<file path="config.mk">
export PLATFORM = sky130hd
export DESIGN_NAME = adsr
export DESIGN_NICKNAME = d
export VERILOG_FILES = /design/src/rtl/adsr.sv
export SDC_FILE = /design/constraint.sdc
export NUM_CORES = 1
export LEC_CHECK = 0
export CAP_MARGIN = 20
export CELL_PAD_IN_SITES_DETAIL_PLACEMENT = 1
export CELL_PAD_IN_SITES_GLOBAL_PLACEMENT = 2
export CORE_ASPECT_RATIO = 1.1
export CORE_MARGIN = 8
export CORE_UTILIZATION = 30
export DETAILED_ROUTE_END_ITERATION = 10
export PLACE_DENSITY_LB_ADDON = 0.1
export SETUP_SLACK_MARGIN = 0.1
export SYNTH_ARGS = -nofsm -noshare
export SYNTH_HDL_FRONTEND = slang
export SYNTH_SLANG_ARGS = --single-unit
</file>
<file path="constraint.sdc">
create_clock -name clk -period 4.8 [get_ports clk]
set_input_delay 1.44 -clock clk [delete_from_list [all_inputs] [get_ports clk]]
set_output_delay 1.44 -clock clk [all_outputs]
set_load 0.005 [all_outputs]
</file>
<file path="src/rtl/adsr.sv">
// adsr: fixed-point ADSR envelope generator; define ADSR_HARD_RETRIGGER_EN to restart attack from 0 on retrigger
module adsr #(
  parameter int TOTAL_BITS      = 16,
  parameter int FRACTIONAL_BITS = 8
) (
  input  logic                  clk,
  input  logic                  reset,
  input  logic                  sample_tick,
  input  logic                  gate,
  input  logic [TOTAL_BITS-1:0] attack_step,
  input  logic [TOTAL_BITS-1:0] decay_step,
  input  logic [TOTAL_BITS-1:0] sustain_level,
  input  logic [TOTAL_BITS-1:0] release_step,
  output logic [TOTAL_BITS-1:0] out,
  output logic [2:0]            stage,
  output logic                  busy
);
  typedef enum logic [2:0] {
    IDLE    = 3'd0,
    ATTACK  = 3'd1,
    DECAY   = 3'd2,
    SUSTAIN = 3'd3,
    RELEASE = 3'd4
  } state_t;
  localparam logic [TOTAL_BITS-1:0] ONE = TOTAL_BITS'(1) << FRACTIONAL_BITS;
  state_t                r_stage, w_next_stage, w_att_stage, w_rel_stage;
  logic [TOTAL_BITS-1:0] r_out, w_next_out, w_att_out, w_rel_out, w_sus, w_base;
  logic [TOTAL_BITS:0]   w_sum, w_dec, w_rel;
  logic                  r_gate, w_gate, w_att_done, w_dec_done, w_rel_done;
  // next level/stage; the extra top bit of each step result is the carry/borrow
  always_comb begin
    w_gate = sample_tick ? gate : r_gate;
    w_sus  = (sustain_level > ONE) ? ONE : sustain_level;
`ifdef ADSR_HARD_RETRIGGER_EN
    w_base = (r_stage == RELEASE) ? '0 : r_out;
`else
    w_base = r_out;
`endif
    w_sum       = {1'b0, w_base} + {1'b0, attack_step};
    w_dec       = {1'b0, r_out} - {1'b0, decay_step};
    w_rel       = {1'b0, r_out} - {1'b0, release_step};
    w_att_done  = (w_sum >= {1'b0, ONE}) || (attack_step == '0);
    w_dec_done  = w_dec[TOTAL_BITS] || (w_dec[TOTAL_BITS-1:0] <= w_sus) || (decay_step == '0);
    w_rel_done  = w_rel[TOTAL_BITS] || (w_rel[TOTAL_BITS-1:0] == '0) || (release_step == '0);
    w_att_stage = w_att_done ? DECAY : ATTACK;
    w_att_out   = w_att_done ? ONE : w_sum[TOTAL_BITS-1:0];
    w_rel_stage = w_rel_done ? IDLE : RELEASE;
    w_rel_out   = w_rel_done ? '0 : w_rel[TOTAL_BITS-1:0];
    w_next_stage = IDLE;
    w_next_out   = '0;
    case (r_stage)
      IDLE: begin
        w_next_stage = w_gate ? w_att_stage : IDLE;
        w_next_out   = w_gate ? w_att_out : '0;
      end
      ATTACK, RELEASE: begin
        w_next_stage = w_gate ? w_att_stage : w_rel_stage;
        w_next_out   = w_gate ? w_att_out : w_rel_out;
      end
      DECAY: begin
        w_next_stage = !w_gate ? w_rel_stage : w_dec_done ? SUSTAIN : DECAY;
        w_next_out   = !w_gate ? w_rel_out : w_dec_done ? w_sus : w_dec[TOTAL_BITS-1:0];
      end
      SUSTAIN: begin
        w_next_stage = w_gate ? SUSTAIN : w_rel_stage;
        w_next_out   = w_gate ? w_sus : w_rel_out;
      end
      default: begin
        w_next_stage = IDLE;
        w_next_out   = '0;
      end
    endcase
  end
  // envelope state advances only on sample ticks
  always_ff @(posedge clk or posedge reset) begin
    if (reset) begin
      r_stage <= IDLE;
      r_out   <= '0;
      r_gate  <= 1'b0;
    end else if (sample_tick) begin
      r_stage <= w_next_stage;
      r_out   <= w_next_out;
      r_gate  <= gate;
    end
  end
  assign out   = r_out;
  assign stage = r_stage;
  assign busy  = (r_stage != IDLE);
endmodule

</file>
# [Yosys cells after proc, flatten, opt, wreduce, memory -nomap -nowiden]
# Index checks and enable logic that the tools add are counted.
[op_classes] n_addsub=3 n_lt_le_gt_ge=3 eq_ne=4 n_mux=18 n_reduce_logical=12
[ops] op="$mux 16" n=8
[ops] op="$logic_not 16->1" n=4
[ops] op="$pmux 16 s4" n=1
[ops] op="$sub 16x16->17" n=2
[ops] op="$add 16x16->17" n=1
[ops] op="$ge 17x9->1 const B" n=1
[ops] op="$gt 16x9->1 const B" n=1
[ops] op="$le 16x16->1" n=1
[ops] op="$mux 3" n=4
[ops] op="$pmux 3 s4" n=1
[ops] op="$eq 3x2->1 const B" n=2
[ops] op="$logic_or 1x1->1" n=5
[ops] op="$mux 2" n=2
[ops] op="$eq 3x1->1 const B" n=1
[ops] op="$eq 3x3->1 const B" n=1
[ops] op="$logic_not 3->1" n=1
[ops] op="$reduce_bool 3->1" n=1
[ops] op="$mux 1" n=2
[ops] op="$reduce_or 2->1" n=1
[totals] register_bits=20 input_bits=68

# [Logic depth before layout (Yosys ltp)]
# Gate-level depths: netlist of the first run.
[logic_depth] word_depth=8 depth_mapped=21 mapped_depth_nobuf=20

# [Least setup slack after synthesis of the first run]
# No wires, ideal clock.
[synth_timing] path_type="in2reg" start="input decay_step[6]" end="register r_out[2], in the netlist out[2]" setup_time_ns=0.136 t_arrival_ns=4.960 t_required_ns=4.664 path_slack_ns=-0.296 cell_stages=19 path_buffers=1 cell_sequence="inv_1 > ha_1 > a21o_1 > a211oi_1 > a31oi_1 > or3_1 > a31oi_1 > o21ai_0 > xor2_1 > ha_1 > nand4_1 > nor2_1 > and3_1 > a211oi_1 > nor2b_1 > nand2_1 > clkbuf_1 > o311ai_0 > a21oi_1"
[synth_between] elab_chain_cells=7 elab_cells_between_ends=8 classes_between="add/sub: 1; order compare: 1; mux: 3; reduce/logical: 3"
[synth_lines] item="from (decl)" line_no="11" source="input logic [TOTAL_BITS-1:0] decay_step,"
[synth_lines] item="$sub 16x16->17" line_no="40" source="w_dec = {1'b0, r_out} - {1'b0, decay_step};"
[synth_lines] item="$le 16x16->1" line_no="43" source="w_dec_done = w_dec[TOTAL_BITS] || (w_dec[TOTAL_BITS-1:0] <= w_sus) || (decay_step == '0);"
[synth_lines] item="$logic_or 1x1->1" line_no="43"
[synth_lines] item="$logic_or 1x1->1 *" line_no="43"
[synth_lines] item="$mux 16 * (2 in series)" line_no="62" source="w_next_out = !w_gate ? w_rel_out : w_dec_done ? w_sus : w_dec[TOTAL_BITS-1:0];"
[synth_lines] item="$pmux 16 s4 *" line_no="51" source="case (r_stage)"
[synth_lines] item="to (signal assigned)" line_no="82" source="r_out <= w_next_out;"
[synth_lines] item="to (decl)" line_no="27" source="logic [TOTAL_BITS-1:0] r_out, w_next_out, w_att_out, w_rel_out, w_sus, w_base;"
# Every way passes the cells marked *; elsewhere a longest branch is shown, timed or not.
# A chain may end at the register's enable or synchronous reset.

# [Worst setup path in the final report of the first run]
[layout_timing] start="input decay_step[6]" end="register r_out[7], in the netlist out[7]"
[layout_between] elab_chain_cells=7 elab_cells_between_ends=8 classes_between="add/sub: 1; order compare: 1; mux: 3; reduce/logical: 3"
[layout_lines] item="$sub 16x16->17" line_no="40"
[layout_lines] item="$le 16x16->1" line_no="43"
[layout_lines] item="$logic_or 1x1->1 (2 in series)" line_no="43"
[layout_lines] item="$mux 16 * (2 in series)" line_no="62"
[layout_lines] item="$pmux 16 s4 *" line_no="51"
# Marked as above.

==> out/metrics.yaml, run 1 <==
run_status:
  run_status: "finished with violations"
  failed_checks: "negative setup slack"
placed_design:
  gpl.final_weighted_congestion: 0.868
  instance_area_after_placement_um2: 6400
  place_hpwl_um: 18100
  place.port_buffers: 87
layout:
  multiInputGateArea_um2: 4120
  filler_cell_count: 1784
  antenna-diode-count: 0
  finalInstanceArea_um2: 6990
  layout-drive-gt1-share: 0.277
  final_cell_utilization_of_the_core: 0.486
  synthToLayoutAreaGrowth_pct: 58.8
  design.final.nets: 949
  most-common-layout-cells: "123 x sky130_fd_sc_hd__buf_4, 75 x sky130_fd_sc_hd__clkdlybuf4s50_1, 53 x sky130_fd_sc_hd__ha_1"
  mostFrequentLayoutCell: "sky130_fd_sc_hd__buf_4"
  register_area_um2: 500
synthesis:
  post_synth_num_cell_types: 67
  synthArstFlopShare: 1.00
  synth.top_cell.area_share: 0.182
  synth.yosys.seq_area_share: 0.114
  synth.ff_latch_count: 20
  post_synth_inst_count: 601
  syn_area_cell_um2: 7.32
  synth_area_leaders: "sky130_fd_sc_hd__ha_1 18%, sky130_fd_sc_hd__dfrtp_1 11%, sky130_fd_sc_hd__a21oi_1 5.5%"
  yosysTopAreaCell: "sky130_fd_sc_hd__ha_1"
  number_of_enable_type_register_cells_in_the_synthesized_netlist: 0
  mappedNetlistArea_um2: 4400
  yosys_synthesis_warning_count: 0
  ys_flop_type: "sky130_fd_sc_hd__dfrtp_1"
pwr:
  p_int_w: 0.000741
  sw_power_w: 0.000547
  seqPwrFrac: 0.155
  pwr-share-clk: 0.157
  p_sw_frac: 0.425
  worst_ir_drop_vdd_mv: 0.0991
  static-leakage-power_nw: 3.20
  p_per_area_nw_per_um2: 184
  comb_power_share: 0.688
hold_path:
  min-delay-path-class: "flip-flop to flip-flop"
  hold-path-cell-count: 2
worst_setup_path:
  kind_of_start_point_of_the_critical_path: "primary input"
  r2r_cells: 19
  setup.reg_to_reg.worst_slack_ps: 580
  cp.arrival_ps: 4990
  worst_r2r_endpoint: "out[7]"
  setup.worst_path.end_class: "flip-flop"
  critical_path.max_fanout: 8
  startpoint: "decay_step[6]"
  critPathKind: "primary input to flip-flop"
  crit-reg2reg-launch: "out[0]"
  worst_setup_path_endpoint: "out[7]"
  cp_data_required_time_ps: 4940
grt:
  first_global_vias: 6315
  grt_start_max_net_pins: 21
  grt_pass1_wl_um: 34000
  grt_antenna_before_repair: 0
  grt.overflow.total: 0
  grt.total_usage: 0.225
routing:
  first_pass_iters: 4
  drc: 0
  drt-wirelength-per-cell_um: 21.4
  antenna_left: 0
  drt_wl_total_um: 21500
  num_vias: 5695
  drt-initial-drc-count: 240
  vias_per_cell: 5.67
cts:
  clk_path_buf_depth: 2
  cts.hold.buffers_added: 0
  clock_sinks: 20
  cts-buffers-inserted: 3
  cts_root_buffer: "sky130_fd_sc_hd__clkbuf_16"
  clkLatencyLatePin_ps: 270
  worst_setup_hold_path_clk_slew_ps: 60
  tritoncts_clock_tree: "built"
  htree_levels: 1
run:
  drv_cap: 0
floorplanning:
  core_area_um2: 14400
  std_cell_rows: 46
  initial_utilization: 0.306
  floorplan.io_pins: 88
  die_h_um: 143
  floorplan.die_area_um2: 18800
  dieWidth_um: 131
sta:
  holdWs_ps: 715
  timing.final.hold_violations: 0
  setup_viol: 3
  final_period_minus_worst_setup_slack_ps: 4850
  fmaxAchievable_mhz: 206
  worst_setup_skew_after_layout_ps: 4.83
  finalMaxSlewViolations: 0
  final.setup.worst_slack_ps: -46.9
  rsz0062_at_grt: "yes"
  final.setup.tns_ps: -80.5
  relative_slew_margins: 0.441
  worst-slew-pin-transition_ps: 837
  timing.final.crit_share: 1.01
[cells in the mapped netlist (all sizes together), types with 16 or more instances]
cell type,n
ha,64
inv,53
a21oi,49
nand2,48
o21ai,39
nor2,31
nand3,30
dfrtp,20
xnor2,20
a21o,19
nor4,19
nor3,18
a211oi,16
[per-stage QoR]
stage                     power, W  setup WS [ps]  std cells
after detailed placement  0.000996          -1030        986
after floorplan           0.000609            134        607
after CTS                  0.00126          -25.1        997
after global routing       0.00137           -242       1005
after global placement    0.000975           -835        986
final                      0.00129          -46.9       1005
[how the worst min path moves through the flow]
stage                     startpoint       to
final                        out[12]  out[12]
after global routing         out[10]  out[10]
after CTS                    out[12]  out[12]
after detailed placement     out[10]  out[10]
after global placement       out[10]  out[10]
after floorplan              out[10]  out[10]
[layer usage]
| layer | wire length, um | vias up | GRT usage | share of wire |
|---|---|---|---|---|
| li1 | - | 2705 | - | - |
| met1 | 8800 | 2826 | 0.250 | 0.41 |
| met2 | 11200 | 125 | 0.431 | 0.52 |
| met3 | 562 | 39 | 0.0165 | 0.026 |
| met4 | 865 | 0 | 0.101 | 0.040 |
| met5 | 0 | - | 0 | 0 |
[flip-flops by register name, summed over array words and instances (netlist names)]
signal and flops:
r_gate 1, stage 3, out 16
[power by group through the flow]
stage          combinational [W]  clock, W  sequential [W]
6_report                0.000886  0.000202        0.000200
5_1_grt                 0.000962  0.000204        0.000201
4_1_cts                 0.000855  0.000203        0.000200
3_5_place_dp            0.000796         0        0.000200
3_3_place_gp            0.000775         0        0.000200
2_1_floorplan           0.000412         0        0.000198
[logic make-up (layout without fill, tap and decap cells)]
kind of cell	Yosys count	count (layout)	synth area share
AO/OA/AOI/OAI	209	209	0.326
AND/OR/NAND/NOR	201	201	0.232
adder cells (fa/ha/maj)	67	67	0.196
buffers and inverters	67	273	0.0574
XOR/XNOR	29	29	0.0577
flip-flops	20	20	0.114
multiplexers	7	7	0.0162
other	1	7	0.000852
[repair_timing]
action	CTS	global route
gates cloned	0	0
setup endpoints to repair	18	19
pin swaps	54	29
buffers inserted	7	8
resized for setup	107	28
[critical path: stages]
cell                       delay [ps]
sky130_fd_sc_hd__buf_8            100
sky130_fd_sc_hd__inv_4             50
sky130_fd_sc_hd__ha_4             190
sky130_fd_sc_hd__buf_6            110
sky130_fd_sc_hd__and4_4           190
sky130_fd_sc_hd__a21oi_4          180
sky130_fd_sc_hd__a31oi_4          120
sky130_fd_sc_hd__or3_4            390
sky130_fd_sc_hd__a31oi_4          210
sky130_fd_sc_hd__o21ai_2           70
sky130_fd_sc_hd__xor2_1           230
sky130_fd_sc_hd__ha_1             290
sky130_fd_sc_hd__nand4_1           80
sky130_fd_sc_hd__nor2_1            40
sky130_fd_sc_hd__and3_1           150
sky130_fd_sc_hd__a211oi_2         250
sky130_fd_sc_hd__nor2b_4          230
sky130_fd_sc_hd__nand2_4          110
sky130_fd_sc_hd__buf_6            200
sky130_fd_sc_hd__o311ai_4         250
sky130_fd_sc_hd__a21oi_1          100
[final cells by class]
type	count	share of cell area
Multi-Input combinational cell	520	0.590
Tap cell	192	0.0344
Clock buffer	4	0.0127
Timing Repair Buffer	216	0.263
Sequential cell	20	0.0716
Inverter	53	0.0288
(Power assumes the default switching activity.)
==> inputs of run 2 (changes only) <==
clock period = 5.55 ns   (was 4.8 ns; I/O delays follow)
==> run 2 against run 1 <==
The flow now finishes without violations; via count fell by 6.4%; register-to-register slack better by 680 ps; flip-flop and latch count did not move; largest power group unchanged.
==> out/metrics.yaml, run 2 (synthesis results as in run 1) <==
sta:
  rsz0062_at_grt: "no"
  timing.final.hold_violations: 0
  worst_setup_skew_after_layout_ps: 2.55
  final_period_minus_worst_setup_slack_ps: 5300
  fmaxAchievable_mhz: 189
  setup_viol: 0
  worst-slew-pin-transition_ps: 841
  timing.final.crit_share: 0.954
  relative_slew_margins: 0.439
  finalMaxSlewViolations: 0
  final.setup.worst_slack_ps: 255
grt:
  grt_antenna_before_repair: 0
  global_route.peak_usage_layer: "met2"
  gr-usage-met2: 0.411
  grt.total_usage: 0.211
  global_routing_met1_resource_utilization: 0.237
  grt_start_max_net_pins: 21
  groute.layer.met3.usage: 0.0112
  grt.overflow.total: 0
  grt_pass1_wl_um: 32000
  first_global_vias: 5907
cts:
  tritoncts_clock_tree: "built"
  htree_levels: 1
  cts-buffers-inserted: 3
  cts_root_buffer: "sky130_fd_sc_hd__clkbuf_16"
  clk_path_buf_depth: 2
  clkLatencyLatePin_ps: 260
  clock_sinks: 20
  worst_setup_hold_path_clk_slew_ps: 60
layout:
  multiInputGateArea_um2: 3920
  synthToLayoutAreaGrowth_pct: 43.3
  filler_cell_count: 1788
  largest_register_ffs: 16
  design.final.nets: 884
  mostFrequentLayoutCell: "sky130_fd_sc_hd__clkdlybuf4s50_1"
  layout-drive-gt1-share: 0.171
  register_area_um2: 500
  most-common-layout-cells: "77 x sky130_fd_sc_hd__clkdlybuf4s50_1, 60 x sky130_fd_sc_hd__buf_4, 55 x sky130_fd_sc_hd__ha_1"
  antenna-diode-count: 0
  instances_no_fill: 940
placed_design:
  placed_cells: 926
  pre_cts_ws_ps: -672
  place.port_buffers: 87
  place_hpwl_um: 16700
  gpl.final_weighted_congestion: 0.899
floorplanning:
  floorplan.io_pins: 88
  floorplan.die_area_um2: 18800
  initial_utilization: 0.306
  core_area_um2: 14400
  die_h_um: 143
  dieWidth_um: 131
  std_cell_rows: 46
worst_setup_path:
  cp.arrival_ps: 5480
  critical_path.max_fanout: 3
  cp_data_required_time_ps: 5730
  r2r_cells: 20
  setup.worst_path.end_class: "flip-flop"
  kind_of_start_point_of_the_critical_path: "primary input"
  critPathKind: "primary input to flip-flop"
run_status:
  run_status: "finished clean"
pwr:
  p_per_area_nw_per_um2: 161
  static-leakage-power_nw: 2.85
  worst_ir_drop_vdd_mv: 0.0648
routing:
  drt-initial-drc-count: 256
  drc: 0
  drt-wirelength-per-cell_um: 21.4
  vias_per_cell: 5.67
  antenna_left: 0
  first_pass_iters: 4
  drt_wl_total_um: 20100
  num_vias: 5332
run:
  drv_cap: 0
hold_path:
  min-delay-path-class: "flip-flop to flip-flop"
  hold-path-cell-count: 1
run 2: cell types whose count changed in the layout (fill, tap and decap cells not counted), sizes merged:
cell and change:
buf -73, clkbuf +1, clkdlybuf4s15 -2, clkdlybuf4s50 +2, dlygate4sd2 +5, dlymetal6s2s +2
run 2: worst max-delay path, stage by stage:
cell                            delay [ps]
sky130_fd_sc_hd__dlygate4sd2_1         240
sky130_fd_sc_hd__inv_2                  60
sky130_fd_sc_hd__ha_4                  250
sky130_fd_sc_hd__a21o_1                200
sky130_fd_sc_hd__a211oi_2              220
sky130_fd_sc_hd__a31oi_2               140
sky130_fd_sc_hd__or3_4                 350
sky130_fd_sc_hd__a31oi_4               220
sky130_fd_sc_hd__xnor2_2               120
sky130_fd_sc_hd__ha_1                  330
sky130_fd_sc_hd__nand2_2               110
sky130_fd_sc_hd__o31ai_4               260
sky130_fd_sc_hd__a21oi_2                70
sky130_fd_sc_hd__a211oi_2              260
sky130_fd_sc_hd__nor2b_4               230
sky130_fd_sc_hd__buf_6                 110
sky130_fd_sc_hd__buf_4                  90
sky130_fd_sc_hd__nand3_1                90
sky130_fd_sc_hd__a32o_2                300
sky130_fd_sc_hd__a31oi_1               170
run 2: layer usage:
layer / routed length [um] / up-vias
met4: 565 / 0
met2: 10700 / 106
li1: - / 2582
met1: 8480 / 2611
met5: 0 / -
met3: 381 / 33
run 2: final timing paths:
| path | endpoint | start | slack [ps] |
|---|---|---|---|
| max | out[5] | decay_step[9] | 250 |
| min | out[10] | out[10] | 690 |
| max reg2reg | out[5] | out[0] | 1260 |
| min reg2reg | out[10] | out[10] | 690 |
| max in group asynchronous | out[4] | reset | 3160 |
| min in group asynchronous | r_gate | reset | 1870 |
run 2: final cells by class:
type / instances / share of cell area
Clock buffer: 4 / 0.0141
Tap cell: 192 / 0.0381
Timing Repair Buffer: 151 / 0.215
Sequential cell: 20 / 0.0794
Inverter: 53 / 0.0315
Multi-Input combinational cell: 520 / 0.622
run 2: repair_timing:
| item | CTS | global route |
|---|---|---|
| pin swaps | 23 | 24 |
| setup endpoints to repair | 17 | 17 |
| buffers inserted | 4 | 6 |
| gates resized for setup | 51 | 27 |
| hold buffers | 0 | 0 |
run 2: stage by stage:
step / total power, W / utilization / hold WS [ps] / TNS [ps] / cell area, um^2
after global placement: 0.000772 / 0.409 / 674 / -5140 / 5890
final: 0.00101 / 0.438 / 691 / 0 / 6310
after CTS: 0.000991 / 0.429 / 679 / 0 / 6170
after detailed placement: 0.000782 / 0.409 / 663 / -8250 / 5890
after global routing: 0.00108 / 0.438 / 717 / 0 / 6310
after floorplan: 0.000515 / - / 547 / 0 / 4420
run 2: power breakdown:
part | total [W] | internal (W) | switching, W
Sequential | 0.000182 | 0.000155 | 0.0000264
Clock | 0.000173 | 0.000110 | 0.0000627
Combinational | 0.000659 | 0.000311 | 0.000348
